### src/rtl/dma_irq_if.sv
// Signal bundle between the DMA interrupt controller and its DMA/CPU side.
// The slave modport is the controller; the master modport is the DMA engine plus CPU.
interface dma_irq_if #(
  parameter int NCH   = 6,
  parameter int CNT_W = 8
);
  logic [NCH-1:0]   ch_done;
  logic [NCH-1:0]   ch_err;
  logic [NCH-1:0]   cfg_mask;
  logic [CNT_W-1:0] cfg_coal_cnt;
  logic [CNT_W-1:0] cfg_coal_tmo;
  logic             clr_en;
  logic [NCH-1:0]   clr_done;
  logic [NCH-1:0]   clr_err;
  logic             irq;
  logic [2:0]       irq_vec;
  logic             irq_is_err;
  logic             irq_ack;
  logic [NCH-1:0]   st_done;
  logic [NCH-1:0]   st_err;

  modport slave (
    input  ch_done, ch_err, cfg_mask, cfg_coal_cnt, cfg_coal_tmo,
    input  clr_en, clr_done, clr_err, irq_ack,
    output irq, irq_vec, irq_is_err, st_done, st_err
  );

  modport master (
    output ch_done, ch_err, cfg_mask, cfg_coal_cnt, cfg_coal_tmo,
    output clr_en, clr_done, clr_err, irq_ack,
    input  irq, irq_vec, irq_is_err, st_done, st_err
  );
endinterface

### src/rtl/dma_irq_ctrl.sv
// DMA interrupt controller: sticky done/error status, done-event coalescing,
// and a single vectored CPU interrupt with ack and write-1-to-clear.
module dma_irq_ctrl #(
  parameter int NCH   = 6,
  parameter int CNT_W = 8
) (
  input  logic     clk,
  input  logic     resetn,
  dma_irq_if.slave bus
);

  typedef enum logic [1:0] {IDLE, COAL, ASSERT} state_t;

  state_t             state_reg;
  logic [NCH-1:0]     st_done_reg, st_err_reg;
  logic               irq_reg, is_err_reg;
  logic [2:0]         vec_reg;
  logic [CNT_W-1:0]   evt_cnt_reg, timer_reg;

  logic [NCH-1:0]     pend_err, pend_done, vec_onehot;
  logic [NCH-1:0]     clr_done_all, clr_err_all, st_done_next, st_err_next;
  logic               ack_fire, vec_held, vec_masked, new_done;

  function automatic logic [2:0] lowest(input logic [NCH-1:0] v);
    logic [2:0] idx;
    idx = '0;
    for (int i = NCH - 1; i >= 0; i--) begin
      if (v[i]) idx = 3'(i);
    end
    return idx;
  endfunction

  assign pend_err   = st_err_reg  & ~bus.cfg_mask;
  assign pend_done  = st_done_reg & ~bus.cfg_mask;
  assign ack_fire   = (state_reg == ASSERT) && bus.irq_ack;
  assign vec_onehot = {{(NCH-1){1'b0}}, 1'b1} << vec_reg;
  assign new_done   = |(bus.ch_done & ~bus.cfg_mask);

  // An ack clears only the bit the interrupt is currently vectored at.
  assign clr_done_all = ({NCH{bus.clr_en}} & bus.clr_done)
                      | ({NCH{ack_fire && !is_err_reg}} & vec_onehot);
  assign clr_err_all  = ({NCH{bus.clr_en}} & bus.clr_err)
                      | ({NCH{ack_fire && is_err_reg}} & vec_onehot);

  // New pulses are OR'ed in after the clear so a same-cycle set wins.
  assign st_done_next = (st_done_reg & ~clr_done_all) | bus.ch_done;
  assign st_err_next  = (st_err_reg  & ~clr_err_all)  | bus.ch_err;

  // Looking at next-state status lets a clear withdraw irq on the following cycle.
  assign vec_held   = is_err_reg ? |(st_err_next & vec_onehot) : |(st_done_next & vec_onehot);
  assign vec_masked = |(bus.cfg_mask & vec_onehot);

  always_ff @(posedge clk or negedge resetn) begin
    if (!resetn) begin
      state_reg   <= IDLE;
      st_done_reg <= '0;
      st_err_reg  <= '0;
      irq_reg     <= 1'b0;
      is_err_reg  <= 1'b0;
      vec_reg     <= '0;
      evt_cnt_reg <= '0;
      timer_reg   <= '0;
    end else begin
      st_done_reg <= st_done_next;
      st_err_reg  <= st_err_next;
      case (state_reg)
        IDLE: begin
          if (pend_err != '0) begin
            state_reg  <= ASSERT;
            irq_reg    <= 1'b1;
            is_err_reg <= 1'b1;
            vec_reg    <= lowest(pend_err);
          end else if (pend_done != '0) begin
            if (bus.cfg_coal_cnt <= CNT_W'(1)) begin
              state_reg  <= ASSERT;
              irq_reg    <= 1'b1;
              is_err_reg <= 1'b0;
              vec_reg    <= lowest(pend_done);
            end else begin
              state_reg   <= COAL;
              timer_reg   <= '0;
              evt_cnt_reg <= CNT_W'(1);
            end
          end
        end
        COAL: begin
          if (timer_reg != '1) timer_reg <= timer_reg + CNT_W'(1);
          if (new_done && evt_cnt_reg != '1) evt_cnt_reg <= evt_cnt_reg + CNT_W'(1);
          if (pend_err != '0) begin
            state_reg  <= ASSERT;
            irq_reg    <= 1'b1;
            is_err_reg <= 1'b1;
            vec_reg    <= lowest(pend_err);
          end else if (pend_done == '0) begin
            state_reg <= IDLE;
          end else if (evt_cnt_reg >= bus.cfg_coal_cnt || timer_reg == bus.cfg_coal_tmo) begin
            state_reg  <= ASSERT;
            irq_reg    <= 1'b1;
            is_err_reg <= 1'b0;
            vec_reg    <= lowest(pend_done);
          end
        end
        ASSERT: begin
          if (ack_fire || !vec_held || vec_masked) begin
            state_reg <= IDLE;
            irq_reg   <= 1'b0;
          end
        end
        default: state_reg <= IDLE;
      endcase
    end
  end

  assign bus.irq        = irq_reg;
  assign bus.irq_vec    = vec_reg;
  assign bus.irq_is_err = is_err_reg;
  assign bus.st_done    = st_done_reg;
  assign bus.st_err     = st_err_reg;

endmodule

### src/flat_wrapper.sv
// flat-port wrapper written by rule: the top's interface ports become plain ports
module dma_irq_ctrl_flat 
#(
  parameter int NCH   = 6,
  parameter int CNT_W = 8
)
  (clk, resetn, bus_ch_done, bus_ch_err, bus_cfg_mask, bus_cfg_coal_cnt, bus_cfg_coal_tmo, bus_clr_en, bus_clr_done, bus_clr_err, bus_irq_ack, bus_irq, bus_irq_vec, bus_irq_is_err, bus_st_done, bus_st_err);
  dma_irq_if #(.NCH(NCH), .CNT_W(CNT_W)) bus_i ();
  input  logic clk;
  input  logic resetn;
  input wire logic [$bits(bus_i.ch_done)-1:0] bus_ch_done;
  input wire logic [$bits(bus_i.ch_err)-1:0] bus_ch_err;
  input wire logic [$bits(bus_i.cfg_mask)-1:0] bus_cfg_mask;
  input wire logic [$bits(bus_i.cfg_coal_cnt)-1:0] bus_cfg_coal_cnt;
  input wire logic [$bits(bus_i.cfg_coal_tmo)-1:0] bus_cfg_coal_tmo;
  input wire logic [$bits(bus_i.clr_en)-1:0] bus_clr_en;
  input wire logic [$bits(bus_i.clr_done)-1:0] bus_clr_done;
  input wire logic [$bits(bus_i.clr_err)-1:0] bus_clr_err;
  input wire logic [$bits(bus_i.irq_ack)-1:0] bus_irq_ack;
  output wire logic [$bits(bus_i.irq)-1:0] bus_irq;
  output wire logic [$bits(bus_i.irq_vec)-1:0] bus_irq_vec;
  output wire logic [$bits(bus_i.irq_is_err)-1:0] bus_irq_is_err;
  output wire logic [$bits(bus_i.st_done)-1:0] bus_st_done;
  output wire logic [$bits(bus_i.st_err)-1:0] bus_st_err;
  assign bus_i.ch_done = bus_ch_done;
  assign bus_i.ch_err = bus_ch_err;
  assign bus_i.cfg_mask = bus_cfg_mask;
  assign bus_i.cfg_coal_cnt = bus_cfg_coal_cnt;
  assign bus_i.cfg_coal_tmo = bus_cfg_coal_tmo;
  assign bus_i.clr_en = bus_clr_en;
  assign bus_i.clr_done = bus_clr_done;
  assign bus_i.clr_err = bus_clr_err;
  assign bus_i.irq_ack = bus_irq_ack;
  assign bus_irq = bus_i.irq;
  assign bus_irq_vec = bus_i.irq_vec;
  assign bus_irq_is_err = bus_i.irq_is_err;
  assign bus_st_done = bus_i.st_done;
  assign bus_st_err = bus_i.st_err;
  dma_irq_ctrl #(.NCH(NCH), .CNT_W(CNT_W)) u_core (.clk(clk), .resetn(resetn), .bus(bus_i));
endmodule
### config.mk
export PLATFORM = sky130hd
export DESIGN_NAME = dma_irq_ctrl_flat
export DESIGN_NICKNAME = d
export VERILOG_FILES = /design/src/rtl/dma_irq_if.sv /design/src/rtl/dma_irq_ctrl.sv /design/src/flat_wrapper.sv
export SDC_FILE = /design/constraint.sdc
export NUM_CORES = 1
export LEC_CHECK = 0
export ABC_AREA = 1
export BUFFER_PORTS_ARGS = -buffer_cell sky130_fd_sc_hd__buf_2
export CAP_MARGIN = 20
export CORE_MARGIN = 4
export CORE_UTILIZATION = 55
export CTS_CLUSTER_SIZE = 24
export DETAILED_ROUTE_END_ITERATION = 10
export PLACE_DENSITY = 0.93
export SLEW_MARGIN = 15
export SYNTH_ARGS = -nofsm -noshare
export SYNTH_HDL_FRONTEND = slang
export SYNTH_SLANG_ARGS = --single-unit
### constraint.sdc
create_clock -name clk -period 2.9 [get_ports clk]
set_input_delay 0.435 -clock clk [delete_from_list [all_inputs] [get_ports clk]]
set_output_delay 0.435 -clock clk [all_outputs]
set_load 0.02 [all_outputs]
==> metrics.txt <==
outcome finished clean; routed wl met3 between 400 and 500 microns; # rows 24; die height just under 80 microns; layout cells sized above 1 0.236; core area around 4500 sq um; WL met2 around 3500 microns; Post-CTS Hold Fix Bufs 0; ant diodes 0; Ys Warns 0; CP endpoint kind flip-flop; RSZ-0062 raised after global routing no; Synth Cell Area between 2000 and 3000 sq um; vias in the first global route between 2000 and 3000; Die X roughly 77 microns; CTS Root Buffer Type clkbuf_8; Detail Route Antenna Nets 0; Final period util 0.645; Max stage delay cell, worst path dfrtp_1; most area-hungry cell type in the Yosys netlist dfrtp_1; Starting DRT DRC Count around 150; Post-synth EDFFs 0; commonest cells after routing, fill and taps aside 119 x nand2_1, 66 x buf_2, 59 x inv_1; ys async rst share 1.00; Mapped Nets around 440; Die ar. between 5000 and 6000 sq um; slew at the pin closest to its max-slew limit about 0.8 ns; routed len/inst roughly 14 microns; leading post-synthesis cells by cell area dfrtp_1 33%, nand2_1 17%, inv_1 8.4%; Crit Path Category reg -> reg; total iterations of the first detailed-routing run 4; most common library cell in the layout ignoring fill and taps nand2_1; FF+latch count, synth 35; Non-Filler Cell Area, Final 3100 sq um; Num Clock Sinks 35; placed cell area between 3000 and 4000 sq um; top sig layer met4; area share of the largest cell type after synthesis 0.331; Synth Flop Type dfrtp_1; CP Data Arrival Time 2.08 ns; total grt overflow 0; CTS clk-pin slew, worst paths around 0.07 ns; Max Slew Vio Count 0; wl on met1 2750 microns; GRT Total Usage 0.227; Starting Density 0.588; CTS tree done; f_max about 530 MHz; Post-CTS Setup Bufs 0; Leak roughly 1.7 nW; vias between 2000 and 3000; Worst slew margin 0.469; final setup TNS 0 ns; placed wire-length estimate 5300 microns; Cell Chain, Critical Path ha_1 -> nand2_1 -> nor2_1 -> nand4_1 -> nand3_1 -> nor2_1 -> nand3_1 -> nand3_2 -> inv_2 -> nand2_1 -> o21ai_1; Post-Syn Instances roughly 380; Layout Nets 504; DRC Markers 0; P per Cell Area about 710 nW/um^2; CP Data Required Time approximately 3.1 ns; GP Congestion about 0.95; H-tree depth 2; Power Total roughly 0.0022 W; crit-path max cell delay around 0.43 ns; Final Hold Viols 0; largest net degree at the start of global routing 36; Hold WC Path Type in -> async; Synth cell types 36; sequential-to-total area share from yosys stat 0.331; DRT Wirelength ~6700 microns; post-place setup slack between 0.9 and 1 ns; Port Buf Inserts between 60 and 70; final setup vio count 0; Area Growth Syn to Fin 16.8%; total CTS buffers 5; Vias per Instance 5.34; Worst Slack Setup Final between 1 and 1.5 ns; Clock Skews roughly 0.011 ns; syn avg cell area approximately 7 sq um; clk buf depth 2; # resized after CTS 0; initial antenna violation count 0; Ports 67; VDD IR-drop max 0.000422 V; R2R setup slack between 1 and 1.5 ns; Worst-Skew Late Latency between 0.2 and 0.3 ns; Final min period 1.87 ns; critical path startpoint category flip-flop; first-pass GRT wire length ~11000 microns; largest fanout on the critical path 6; max-capacitance violation count 0
==> synthesized netlist by cell type (3+ instances only) <==
cell type / instances
a21boi_0: 8
a21oi_1: 8
buf_2: 3
dfrtp_1: 35
ha_1: 10
inv_1: 59
inv_2: 3
nand2_1: 119
nand2_2: 3
nand3_1: 20
nand3_2: 5
nand4_1: 5
nor2_1: 22
nor2_4: 3
nor3_1: 5
o21ai_0: 9
o21ai_1: 7
o21ai_2: 7
o22ai_1: 6
o31ai_1: 3
or2_2: 6
xor2_1: 14
==> kinds of logic (layout without fill, tap and decap cells) <==
logic type / count (synthesis) / after routing / share of synthesized area
and+or+nand+nor: 194 / 194 / 0.334
buffers and inverters: 68 / 135 / 0.102
AOI/OAI and AO/OA: 55 / 55 / 0.137
adders and majority gates: 10 / 10 / 0.0472
xor gates and xnor gates: 15 / 15 / 0.0496
DFF: 35 / 35 / 0.331
==> stage by stage <==
stage	cells	hold WS, ns	utilization
3_5_place_dp	489	0.462	0.668
3_3_place_gp	489	0.467	0.668
2_1_floorplan	377	0.139	-
6_report	496	0.233	0.687
5_1_grt	496	0.292	0.687
4_1_cts	496	0.257	0.687
==> area by class of cell <==
| type | count | area, sq um |
|---|---|---|
| Multi-Input combinational cell | 274 | 1500 |
| Inverter | 62 | 233 |
| Tap cell | 52 | 65.1 |
| Timing Repair Buffer | 66 | 330 |
| Fill cell | 374 | 1410 |
| Clock buffer | 6 | 82.6 |
| Clock inverter | 1 | 5.00 |
| Sequential cell | 35 | 876 |
==> power breakdown <==
part           total [W]  internal [W]  switching (W)
combinational   0.000972      0.000380       0.000592
sequential      0.000850      0.000632       0.000218
clock           0.000360      0.000186       0.000174
total            0.00218       0.00120       0.000984
==> worst paths after layout <==
path,endpoint,cells after the start,from
setup / recovery,u_core.bus.irq_vec[0],11,u_core.evt_cnt_reg[7]
hold / removal,u_core.bus.st_err[2],1,resetn
setup reg to reg,u_core.bus.irq_vec[0],11,u_core.evt_cnt_reg[7]
hold reg to reg,u_core.bus.irq,2,u_core.bus.irq
max in group asynchronous,u_core.evt_cnt_reg[1],1,resetn
min in group clk,u_core.bus.st_err[5],3,bus_ch_err[5]
==> worst max-delay path: cells and delay by family, from the launching register on <==
kind	cells	cell delay (ns)
and+or+nand+nor	8	0.82
adders and majority gates	1	0.32
AOI/OAI and AO/OA	1	0.08
buffers and inverters	1	0.13
DFF	1	0.43
==> metal layers <==
| metal | GRT usage | vias up |
|---|---|---|
| li1 | - | 1331 |
| met5 | 0 | - |
| met2 | 0.414 | 95 |
| met3 | 0.0417 | 11 |
| met4 | 0.0552 | 0 |
| met1 | 0.277 | 1214 |
(Power assumes the default switching activity.)
